**src/rtl/branch_resolver.sv**
```systemverilog
// branch_resolver: EX-stage branch/jump resolution with registered redirect and optional 2-bit BHT.
// Define BRANCH_PREDICT_EN to build the predictor table; otherwise branches are predicted not taken.
module branch_resolver #(
    parameter int ADDR_WIDTH = 32,
    parameter int DATA_WIDTH = 32,
    parameter logic [ADDR_WIDTH-1:0] PC_ADDR = 32'h8000_0000,
    parameter int BHT_DEPTH = 16
) (
    input  logic                  clk,
    input  logic                  reset_n,
    input  logic                  stall,
    input  logic                  ex_valid,
    input  logic                  ex_branch,
    input  logic                  ex_jal,
    input  logic                  ex_jalr,
    input  logic [2:0]            ex_funct3,
    input  logic [ADDR_WIDTH-1:0] ex_pc,
    input  logic [DATA_WIDTH-1:0] ex_imm,
    input  logic [DATA_WIDTH-1:0] ex_rs1,
    input  logic [DATA_WIDTH-1:0] ex_rs2,
    input  logic                  ex_pred_taken,
    input  logic [ADDR_WIDTH-1:0] if_pc,
    output logic                  if_pred_taken,
    output logic                  flush,
    output logic                  use_branch,
    output logic [ADDR_WIDTH-1:0] branch_out,
    output logic [31:0]           branch_cnt,
    output logic [31:0]           mispredict_cnt
);
    localparam int IW = $clog2(BHT_DEPTH);

    logic                  accept, eq, lt, ltu, taken, mispredict, redirect, br_upd;
    logic [ADDR_WIDTH-1:0] imm_a, pc_imm, pc_4, jalr_t, target;
    logic [DATA_WIDTH-1:0] rs1_imm;

    assign accept  = ex_valid & !stall & !flush;
    assign eq      = ex_rs1 == ex_rs2;
    assign lt      = $signed(ex_rs1) < $signed(ex_rs2);
    assign ltu     = ex_rs1 < ex_rs2;
    assign taken   = ex_funct3[2] ? ((ex_funct3[1] ? ltu : lt) ^ ex_funct3[0])
                                  : (!ex_funct3[1] & (eq ^ ex_funct3[0]));
    assign imm_a   = ADDR_WIDTH'($signed(ex_imm));
    assign pc_imm  = ex_pc + imm_a;
    assign pc_4    = ex_pc + ADDR_WIDTH'(4);
    assign rs1_imm = ex_rs1 + ex_imm;
    assign jalr_t  = ADDR_WIDTH'(rs1_imm) & ~ADDR_WIDTH'(1);
    assign target  = ex_jalr ? jalr_t : (ex_jal | taken) ? pc_imm : pc_4;
    // jalr > jal > branch: a jump never touches the predictor or the counters
    assign br_upd  = accept & ex_branch & !ex_jal & !ex_jalr;
    assign redirect = accept & (ex_jal | ex_jalr | (ex_branch & mispredict));
    assign use_branch = flush;

`ifdef BRANCH_PREDICT_EN
    logic [1:0]    bht [BHT_DEPTH];
    logic [IW-1:0] ex_idx, if_idx;
    assign ex_idx        = ex_pc[IW+1:2];
    assign if_idx        = if_pc[IW+1:2];
    assign if_pred_taken = bht[if_idx][1];
    assign mispredict    = taken != ex_pred_taken;
    always_ff @(posedge clk or negedge reset_n) begin
        if (!reset_n) begin
            for (int i = 0; i < BHT_DEPTH; i++) bht[i] <= 2'b01;
        end else if (br_upd) begin
            bht[ex_idx] <= taken ? (&bht[ex_idx] ? 2'b11 : bht[ex_idx] + 2'b01)
                                 : (|bht[ex_idx] ? bht[ex_idx] - 2'b01 : 2'b00);
        end
    end
`else
    assign if_pred_taken = 1'b0;
    assign mispredict    = taken;
`endif

    logic unused;
    assign unused = ^{if_pc, ex_pred_taken};

    always_ff @(posedge clk or negedge reset_n) begin
        if (!reset_n) begin
            flush          <= 1'b0;
            branch_out     <= PC_ADDR;
            branch_cnt     <= '0;
            mispredict_cnt <= '0;
        end else begin
            flush <= redirect;
            if (redirect) branch_out <= target;
            if (br_upd && branch_cnt != '1) branch_cnt <= branch_cnt + 32'd1;
            if (br_upd && mispredict && mispredict_cnt != '1) mispredict_cnt <= mispredict_cnt + 32'd1;
        end
    end
endmodule

```
**config.mk**
```make
export PLATFORM = sky130hd
export DESIGN_NAME = branch_resolver
export DESIGN_NICKNAME = d
export VERILOG_FILES = /design/src/rtl/branch_resolver.sv
export SDC_FILE = /design/constraint.sdc
export NUM_CORES = 1
export LEC_CHECK = 0
export BUFFER_PORTS_ARGS = -buffer_cell sky130_fd_sc_hd__buf_2
export CAP_MARGIN = 15
export CORE_ASPECT_RATIO = 1.25
export CORE_MARGIN = 2
export CORE_UTILIZATION = 53
export CTS_CLUSTER_SIZE = 12
export DETAILED_ROUTE_END_ITERATION = 6
export PLACE_DENSITY = 0.82
export SYNTH_ARGS = -nofsm -noshare
export SYNTH_HDL_FRONTEND = slang
export SYNTH_SLANG_ARGS = --single-unit
```
**constraint.sdc**
```tcl
create_clock -name clk -period 3.58 [get_ports clk]
set_input_delay 0.716 -clock clk [delete_from_list [all_inputs] [get_ports clk]]
set_output_delay 0.716 -clock clk [all_outputs]
set_load 0.01 [all_outputs]
```
==> flow_metrics.env, run 1 <==
export IMPL_setup_worst_path_end_class="flip-flop"
export IMPL_multiInputGateArea_sq_mm=0.006151
export IMPL_drcViolationCount=0
export IMPL_cellPowerDensity_mw_per_mm2=332.1
export IMPL_die_x_microns=119.4
export IMPL_ys_warn_count=0
export IMPL_fmax_mhz=292.6
export IMPL_slowest_delay_ps=580
export IMPL_cts_tree="yes"
export IMPL_num_vias=9331
export IMPL_synth_flop_cell="dfrtp_1"
export IMPL_htreeDepth=3
export IMPL_synth_area_leaders="dfrtp_1, ha_1, xnor2_1, nand2_1, a21oi_1"
export IMPL_rsz0062_at_grt="yes"
export IMPL_wl_per_cell_microns=16.75
export IMPL_grt_pass1_wl_microns=42950
export IMPL_grt_use_total_pct=30.01
export IMPL_area_growth_pct=32.16
export IMPL_r2r_end="branch_cnt[29]$_DFFE_PN0P_"
export IMPL_timing_rr_start="branch_cnt[14]$_DFFE_PN0P_"
export IMPL_synthCells=1061
export IMPL_synth_edf_count=0
export IMPL_pin_count=270
export IMPL_dp_hpwl_microns=21290
export IMPL_post_route_period_util_pct=95.46
export IMPL_grt_pass1_vias=9112
export IMPL_grt_max_degree=98
export IMPL_antenna_cells=0
export IMPL_insertion_delay_ps=350
export IMPL_antenna_found_initial=0
export IMPL_cts_buffers=9
export IMPL_fin_skew_ps=6.000
export IMPL_fill_cells=1272
export IMPL_setup_tns_ps=0
export IMPL_clockRootBuffer="clkbuf_16"
export IMPL_setup_viol_count_final=0
export IMPL_dr_pass1_iters=5
export IMPL_crit_fanout=13
export IMPL_clock_path_buffers=2
export IMPL_initial_core_util_pct=54.20
export IMPL_path_cells="buf_2, ha_1, a21o_1, nand3_1, a21oi_1, a2111oi_2, nor2_2, or4_4, a311oi_4, buf_6, buf_4, clkbuf_16, nor2_1, a21oi_1, mux2i_1, o21ai_0"
export IMPL_rows=52
export IMPL_vias_per_cell=5.735
export IMPL_min_path_type="in2async"
export IMPL_io_buffers=235
export IMPL_syn_area_sq_mm=0.008816
export IMPL_cp_common_cell="a21oi_1"
export IMPL_yosys_area_top_type="dfrtp_1"
export IMPL_placed_cell_area_sq_mm=0.01110
export IMPL_async_reset_ff_share_pct=100.0
export IMPL_reg2reg_depth=11
export IMPL_core_area_sq_mm=0.01627
export IMPL_drv_slew=0
export IMPL_cp_slowest_cell="or4_4"
export IMPL_ant_nets=0
export IMPL_synth_top_area_share_pct=27.25
export IMPL_drt_iter0_markers=595
export IMPL_die_area_sq_mm=0.01769
export IMPL_ys_seq_area_share_pct=27.55
export IMPL_overflow=0
export IMPL_wirelength_microns=27260
export IMPL_outcome="finished, final reports clean"
export IMPL_r2r_slack_ps=710
export IMPL_nets=1675
export IMPL_die_h_microns=148.2
export IMPL_worst_pin_slew_ps=942.3
export IMPL_synth_seq_cells=97
export IMPL_place_gp_congestion=0.9657
export IMPL_maxCapViolCount=0
export IMPL_crit_path_start_kind="primary input"
export IMPL_syn_num_nets=1330
export IMPL_slew_headroom_pct=37.11
export IMPL_cp_data_required_time_ps=3860
export IMPL_hold_viol=0
export IMPL_cts_sinks=97
export IMPL_final_layout_size_suffix_gt1_share_pct=28.84
export IMPL_power_leakage_nw=6.103
export IMPL_design_area_sq_mm=0.01165
export IMPL_arrival_ps=3700
export IMPL_peakVddDrop_v=0.0003145
export IMPL_min_period_ps=3417
export IMPL_synthDistinctLibCells=67
export IMPL_clkTransAtPathRegs_ps=70
export IMPL_critPathKind="in2reg"
export IMPL_ff_latch_area_sq_mm=0.002429
export IMPL_syn_avg_cell_area_sq_um=8.309
cell usage after synthesis, types with 12 or more instances:
library cell,number
nor2_1,63
nand2b_1,14
ha_1,96
o21a_1,12
o211ai_1,12
xor2_1,44
a21o_1,39
o21ai_0,59
nand2_1,133
xnor2_1,97
clkbuf_1,13
a31oi_1,16
and3_1,24
nor2b_1,12
a21oi_1,80
nand4_1,15
nand3_1,49
dfrtp_1,96
inv_1,57
registers in the layout (all words and copies together), names as in the netlist:
name,flops
flush,1
branch_out,32
branch_cnt,32
mispredict_cnt,32
worst max path at each step:
stage	cells past startpoint	slack, ps	from	to
global placement	16	-380	ex_rs1[21]	branch_out[18]$_DFFE_PN0P_
global route	16	-30	ex_pc[0]	branch_out[30]$_DFFE_PN0P_
CTS	16	10	ex_rs1[21]	branch_out[18]$_DFFE_PN0P_
floorplan	14	120	ex_pc[0]	branch_out[30]$_DFFE_PN0P_
finish	16	160	ex_rs1[21]	branch_out[10]$_DFFE_PN0P_
detailed placement	16	-500	ex_rs1[21]	branch_out[18]$_DFFE_PN0P_
critical path, delay by kind of cell:
family	cells	cell delay (ps)
adder cells (fa/ha/maj)	1	300
AO/OA/AOI/OAI	6	1130
buffers and inverters	4	600
AND/OR/NAND/NOR	4	840
multiplexers	1	110
layer usage:
metal | wire length (microns) | GRT usage, % | vias up
li1 | - | - | 4487
met1 | 10760 | 34.59 | 4377
met2 | 13800 | 54.45 | 382
met3 | 1531 | 4.294 | 85
met4 | 1156 | 14.53 | 0
met5 | 0 | 0 | -
cell usage in the layout, fill, tap and decap left out, types with 14 or more instances in the layout:
master    instances
inv_1            56
nor2_1           62
ha_1             95
buf_4           117
a21oi_1          77
dfrtp_1          96
nand2b_1         14
and3_1           24
nand3_1          49
a21o_1           39
buf_2           234
o21ai_0          54
xnor2_1          97
nand4_1          15
nand2_1         131
xor2_1           44
timing repair:
item | 4_1_cts | 5_1_grt
gates cloned | 0 | 3
hold buffers | 0 | 0
setup buffers | 0 | 5
resized for setup | 1 | 29
pin swaps | 1 | 11
endpoints found under the setup margin | 14 | 56
final cells by class:
class	instances	area share, %
Sequential cell	97	20.84
Inverter	58	1.869
Multi-Input combinational cell	879	52.79
Clock buffer	11	2.083
Timing Repair Buffer	361	19.36
Clock inverter	5	0.7302
Tap cell	216	2.320
stage by stage:
step	cells	util (%)	setup WS (ps)	hold WS [ps]	power (mW)
final	1627	71.63	162.7	419.0	3.869
after global routing	1627	71.63	-31.83	462.7	4.081
after CTS	1620	70.28	12.13	441.0	3.819
after detailed placement	1604	68.25	-498.5	466.4	2.721
after global placement	1604	68.25	-379.8	459.3	2.676
after floorplan	1061	-	116.3	420.4	2.115
power breakdown:
group | total, mW | switching, mW | internal [mW]
Sequential | 1.29 | 0.0816 | 1.21
Clock | 1.10 | 0.459 | 0.638
Combinational | 1.48 | 0.789 | 0.690
Total | 3.87 | 1.33 | 2.54
kinds of logic after synthesis:
kind of cell             synth area share, %
adder cells (fa/ha/maj)                14.08
multiplexers                           1.050
AO/OA/AOI/OAI                          20.15
other                                0.04254
AND/OR/NAND/NOR                        19.13
flip-flops                             27.55
buffers and inverters                  3.988
XOR/XNOR                               14.01
Power figures use the tool's default switching activity.
==> run 2, diff against run 1 <==
--- a/config.mk
+++ b/config.mk
@@ -7,7 +7,7 @@
 export LEC_CHECK = 0
 export BUFFER_PORTS_ARGS = -buffer_cell sky130_fd_sc_hd__buf_2
 export CAP_MARGIN = 15
-export CORE_ASPECT_RATIO = 1.25
+export CORE_ASPECT_RATIO = 1.5
 export CORE_MARGIN = 2
 export CORE_UTILIZATION = 53
 export CTS_CLUSTER_SIZE = 12
==> flow_metrics.env, run 2 (synthesis results as in run 1) <==
export IMPL_htreeDepth=3
export IMPL_crit_fanout=3
export IMPL_wl_per_cell_microns=16.54
export IMPL_ant_nets=0
export IMPL_setup_ws_ps=143.0
export IMPL_pin_count=270
export IMPL_clock_path_buffers=2
export IMPL_comb_power_share_pct=39.1
export IMPL_layout_commonest_cell="buf_2"
export IMPL_wirelength_microns=26640
export IMPL_fin_skew_ps=15.95
export IMPL_cp_data_required_time_ps=3800
export IMPL_slowest_delay_ps=400
export IMPL_outcome="finished, final reports clean"
export IMPL_setup_worst_path_end_class="flip-flop"
export IMPL_antenna_found_initial=1
export IMPL_die_area_sq_mm=0.01770
export IMPL_clockRootBuffer="clkbuf_16"
export IMPL_overflow=0
export IMPL_crit_path_start_kind="primary input"
export IMPL_place_inst=1593
export IMPL_dr_pass1_iters=5
export IMPL_insertion_delay_ps=350
export IMPL_rsz0062_at_grt="no"
export IMPL_cts_sinks=97
export IMPL_place_ws_ps=-320.6
export IMPL_grt_max_degree=77
export IMPL_setup_tns_ps=0
export IMPL_slew_headroom_pct=32.97
export IMPL_cp_common_cell="o21ai_0"
export IMPL_pwr_share_clk_pct=26.1
export IMPL_final_layout_size_suffix_gt1_share_pct=28.28
export IMPL_final_cell_mix="buf_2, nand2_1, buf_4"
export IMPL_path_cells="buf_2, ha_1, a211o_1, a2111oi_2, buf_4, nor3_1, o21ai_1, o21a_1, o21ai_1, buf_4, a211oi_1, xor2_1, o21ai_0, o21ai_0, o21ai_0"
export IMPL_rows=57
export IMPL_cp_slowest_cell="a2111oi_2"
export IMPL_hp_start="branch_out[8]$_DFFE_PN0P_"
export IMPL_grt_pass1_vias=9331
export IMPL_num_vias=9190
export IMPL_seqPwrFrac_pct=34.8
export IMPL_die_x_microns=109.3
export IMPL_dp_hpwl_microns=21940
export IMPL_ff_latch_area_sq_mm=0.002429
export IMPL_startpoint="ex_pc[1]"
export IMPL_final_cells=1611
export IMPL_drt_iter0_markers=486
export IMPL_cellPowerDensity_mw_per_mm2=323.1
export IMPL_core_area_sq_mm=0.01626
export IMPL_arrival_ps=3660
export IMPL_die_h_microns=162.0
export IMPL_peakVddDrop_v=0.0003519
export IMPL_switching_power_mw=1.324
export IMPL_reg2reg_depth=11
export IMPL_drcViolationCount=0
export IMPL_multiInputGateArea_sq_mm=0.006116
export IMPL_r2r_slack_ps=620
export IMPL_r2r_end="branch_cnt[29]$_DFFE_PN0P_"
export IMPL_grt_use_total_pct=29.79
export IMPL_nets=1668
export IMPL_io_buffers=235
export IMPL_power_leakage_nw=6.029
export IMPL_cp_buffers_inverters=3
export IMPL_initial_core_util_pct=54.22
export IMPL_min_period_ps=3437
export IMPL_min_delay_worst_endpoint="branch_out[8]$_DFFE_PN0P_"
export IMPL_swShare_pct=35.79
export IMPL_grt_pass1_wl_microns=42160
export IMPL_cts_tree="yes"
export IMPL_setup_viol_count_final=0
export IMPL_min_path_type="reg2reg"
export IMPL_critPathKind="in2reg"
export IMPL_hold_slack_ps=475.2
export IMPL_timing_rr_start="branch_cnt[14]$_DFFE_PN0P_"
export IMPL_clkTransAtPathRegs_ps=70
export IMPL_area_growth_pct=29.85
export IMPL_cts_buffers=9
export IMPL_worst_pin_slew_ps=1006
export IMPL_hold_viol=0
export IMPL_place_gp_congestion=0.9526
export IMPL_vias_per_cell=5.705
export IMPL_worstHoldPathCells=2
export IMPL_drv_slew=0
export IMPL_fmax_mhz=291.0
export IMPL_p_total_mw=3.699
export IMPL_fill_cells=1317
export IMPL_post_route_period_util_pct=96.01
export IMPL_maxCapViolCount=0
export IMPL_internal_power_mw=2.375
export IMPL_top_regs="branch_cnt: 32 flops, branch_out: 32 flops, mispredict_cnt: 32 flops"
export IMPL_critPathTopFamily="compound AO/OA/AOI/OAI gates"
[run 2: cell count changes in the layout (fill, tap and decap cells not counted), sizes merged]
cell / previous run / this run
buf: 358 / 354
inv: 60 / 62
clkbuf: 14 / 9
clkinv: 0 / 3
bufinv: 2 / 0
diode: 0 / 1
clkinvlp: 1 / 0
[run 2: metrics by stage]
stage               util, %  cell area [sq um]
floorplan                 -               8816
global placement      68.07              11070
detailed placement    68.07              11070
CTS                   69.88              11360
global route          70.40              11450
finish                70.40              11450
[run 2: metal layers]
metal  GRT usage [%]  share of wire [%]  vias to the layer above
met5               0                  0                        -
met4           15.94                5.4                        0
met3           4.053                5.1                       97
met2           57.09                 53                      337
met1           30.19                 36                     4302
li1                -                  -                     4454
[run 2: timing repair]
action / 4_1_cts / 5_1_grt
hold buffers: 0 / 0
setup endpoints to repair: 0 / 62
setup buffers: 0 / 1
gates resized for setup: 0 / 22
[run 2: area by class of cell]
cell class	count	area share, %
multi-input cells	879	53.43
clock inverters	7	0.6121
clock buffers	9	1.967
repair buffers	354	18.60
flip-flops and latches	97	21.22
inverters	58	1.902
diodes	1	0.02186
well taps	206	2.252
[run 2: worst reg2reg max path: stages (launching register included)]
cell,delay [ps]
dfrtp_1,420
nand3_1,110
nor2_1,70
and3_1,210
and3_1,270
and3_1,220
a31oi_1,410
and4_1,340
and2_1,360
nand2_1,160
nor2_1,130
xor2_1,180
[run 2: power groups by stage]
stage	Sequential [mW]	Combinational, mW	Clock, mW
floorplan	1.36	0.758	0
global placement	1.30	1.38	0
detailed placement	1.31	1.41	0
CTS	1.29	1.42	0.979
global route	1.30	1.59	1.03
finish	1.29	1.45	0.965
[run 2: worst max path at each step]
stage               slack [ps]                             end  depth (start not counted)
finish                     140      branch_out[27]$_DFFE_PN0P_                         15
CTS                         40      branch_out[31]$_DFFE_PN1P_                         14
global route                 1  mispredict_cnt[17]$_DFFE_PN0P_                         14
floorplan                  120      branch_out[30]$_DFFE_PN0P_                         14
detailed placement        -320  mispredict_cnt[17]$_DFFE_PN0P_                         14
global placement          -260      branch_out[29]$_DFFE_PN0P_                         14
==> run 3, diff against run 2 <==
--- a/config.mk
+++ b/config.mk
@@ -7,12 +7,15 @@
 export LEC_CHECK = 0
 export BUFFER_PORTS_ARGS = -buffer_cell sky130_fd_sc_hd__buf_2
 export CAP_MARGIN = 15
+export CELL_PAD_IN_SITES_DETAIL_PLACEMENT = 1
+export CELL_PAD_IN_SITES_GLOBAL_PLACEMENT = 1
 export CORE_ASPECT_RATIO = 1.5
 export CORE_MARGIN = 2
-export CORE_UTILIZATION = 53
+export CORE_UTILIZATION = 39
 export CTS_CLUSTER_SIZE = 12
 export DETAILED_ROUTE_END_ITERATION = 6
-export PLACE_DENSITY = 0.82
+export PLACE_DENSITY_LB_ADDON = 0.1
+export SETUP_SLACK_MARGIN = 0.02
 export SYNTH_ARGS = -nofsm -noshare
 export SYNTH_HDL_FRONTEND = slang
 export SYNTH_SLANG_ARGS = --single-unit
==> flow_metrics.env, run 3 (synthesis results as in run 1) <==
export IMPL_drcViolationCount=0
export IMPL_slowest_delay_ps=460
export IMPL_clock_path_buffers=2
export IMPL_fin_skew_ps=5.853
export IMPL_fmax_mhz=286.6
export IMPL_ctsHoldBuffers=0
export IMPL_worst_pin_slew_ps=658.3
export IMPL_cellPowerDensity_mw_per_mm2=327.0
export IMPL_final_cell_mix="buf_2, buf_4, nand2_1"
export IMPL_peakVddDrop_v=0.0002426
export IMPL_die_area_sq_mm=0.02385
export IMPL_path_cells="buf_2, inv_1, fa_1, nor2b_1, o2111ai_1, a21oi_1, o21ai_1, buf_4, a211oi_1, nor2b_1, nand2b_1, a21oi_1, buf_4, xnor2_1, o211ai_1"
export IMPL_crit_fanout=3
export IMPL_drv_slew=0
export IMPL_antenna_found_initial=0
export IMPL_setup_viol_count_final=0
export IMPL_antenna_cells=0
export IMPL_power_leakage_nw=6.174
export IMPL_overflow=0
export IMPL_ant_nets=0
export IMPL_cp_data_required_time_ps=3810
export IMPL_place_inst=1685
export IMPL_nets=1694
export IMPL_outcome="finished, final reports clean"
export IMPL_wl_per_cell_microns=18.20
export IMPL_rsz0062_at_grt="no"
export IMPL_layout_commonest_cell="buf_2"
export IMPL_wirelength_microns=31040
export IMPL_grt_pass1_vias=9819
export IMPL_design_area_sq_mm=0.01180
export IMPL_insertion_delay_ps=360
export IMPL_switching_power_mw=1.398
export IMPL_setup_worst_path_end_class="flip-flop"
export IMPL_pin_count=270
export IMPL_cts_tree="yes"
export IMPL_arrival_ps=3720
export IMPL_initial_core_util_pct=39.54
export IMPL_io_buffers=235
export IMPL_fin_util_pct=52.93
export IMPL_cts_buffers=9
export IMPL_drt_iter0_markers=244
export IMPL_htreeDepth=3
export IMPL_grt_max_degree=54
export IMPL_slew_headroom_pct=56.11
export IMPL_seqPwrFrac_pct=33.5
export IMPL_core_area_sq_mm=0.02230
export IMPL_hold_viol=0
export IMPL_min_path_type="in2async"
export IMPL_post_route_period_util_pct=97.46
export IMPL_top_regs="branch_cnt: 32 flops, branch_out: 32 flops, mispredict_cnt: 32 flops"
export IMPL_critPathKind="in2reg"
export IMPL_cts_sinks=97
export IMPL_min_period_ps=3489
export IMPL_num_vias=9296
export IMPL_internal_power_mw=2.462
export IMPL_cp_slowest_cell="fa_1"
export IMPL_vias_per_cell=5.449
export IMPL_dp_hpwl_microns=25540
export IMPL_die_h_microns=188.1
export IMPL_maxCapViolCount=0
export IMPL_swShare_pct=36.21
export IMPL_pwr_share_clk_pct=27.1
export IMPL_placed_cell_area_sq_mm=0.01131
export IMPL_area_growth_pct=33.88
export IMPL_grt_use_total_pct=25.59
export IMPL_grt_pass1_wl_microns=48580
export IMPL_comb_power_share_pct=39.4
export IMPL_die_x_microns=126.8
export IMPL_clkTransAtPathRegs_ps=80
export IMPL_clockRootBuffer="clkbuf_16"
export IMPL_final_cells=1706
export IMPL_dr_pass1_iters=6
export IMPL_final_layout_size_suffix_gt1_share_pct=30.07
export IMPL_crit_path_start_kind="primary input"
export IMPL_place_gp_congestion=0.8656
export IMPL_rows=67
==> run 3: cell count changes in the layout (fill, tap and decap cells not counted), sizes merged <==
cell    delta
inv        -1
bufinv     +1
clkbuf     +1
diode      -1
buf       +25
==> run 3: critical path: cells and delay by family <==
| kind | cells | cell delay, ps |
|---|---|---|
| compound gates | 6 | 1390 |
| buf+inv | 4 | 560 |
| simple gates | 3 | 460 |
| fa+ha+maj | 1 | 460 |
| xor+xnor | 1 | 150 |
==> run 3: path summary, 6_finish.rpt <==
path	from	to	slack [ps]	cells past startpoint
min in group clk	branch_out[7]$_DFFE_PN0P_	branch_out[7]$_DFFE_PN0P_	480	2
worst min-delay path	reset_n	branch_cnt[8]$_DFFE_PN0P_	370	1
max in group asynchronous	reset_n	branch_out[31]$_DFFE_PN1P_	2440	2
worst max register to register	branch_cnt[14]$_DFFE_PN0P_	branch_cnt[29]$_DFFE_PN0P_	570	11
worst min register to register	branch_out[7]$_DFFE_PN0P_	branch_out[7]$_DFFE_PN0P_	480	2
worst max-delay path	ex_imm[1]	branch_out[28]$_DFFE_PN0P_	90	15
==> run 3: routing by layer <==
metal	track usage, %	part of all wire [%]	up-vias
met5	0	0	-
met4	9.129	3.1	0
met3	2.197	2.6	46
met2	52.12	56	203
met1	26.58	38	4544
li1	-	-	4503
==> run 3: power groups by stage <==
stage	Sequential [mW]	Clock, mW	Combinational (mW)
3_3_place_gp	1.31	0	1.44
4_1_cts	1.29	1.08	1.49
6_report	1.29	1.05	1.52
3_5_place_dp	1.31	0	1.48
5_1_grt	1.31	1.11	1.68
2_1_floorplan	1.36	0	0.758
==> run 3: repair_timing <==
action | CTS | global route
endpoints found under the setup margin | 25 | 61
buffers inserted | 0 | 4
gates resized for setup | 4 | 35
pin swaps | 1 | 10
cloned | 0 | 1
==> run 3: area by class of cell <==
class	count	area, sq um
inverter	58	217.7
fill	2792	10500
clock buffer	9	225.2
sequential	97	2429
timing repair buffer	380	2337
clock inverter	7	86.33
tap	276	345.3
multi-input combinational	879	6162
==> run 3: per-stage QoR <==
| step | power [mW] | hold slack [ps] | setup TNS (ps) | worst slack [ps] |
|---|---|---|---|---|
| floorplan | 2.115 | 420.4 | 0 | 116.3 |
| global placement | 2.747 | 459.9 | -17210 | -423.7 |
| detailed placement | 2.789 | 469.3 | -19860 | -477.0 |
| CTS | 3.862 | 390.1 | 0 | 20.03 |
| global route | 4.096 | 414.8 | 0 | 3.743 |
| finish | 3.859 | 371.7 | 0 | 91.05 |
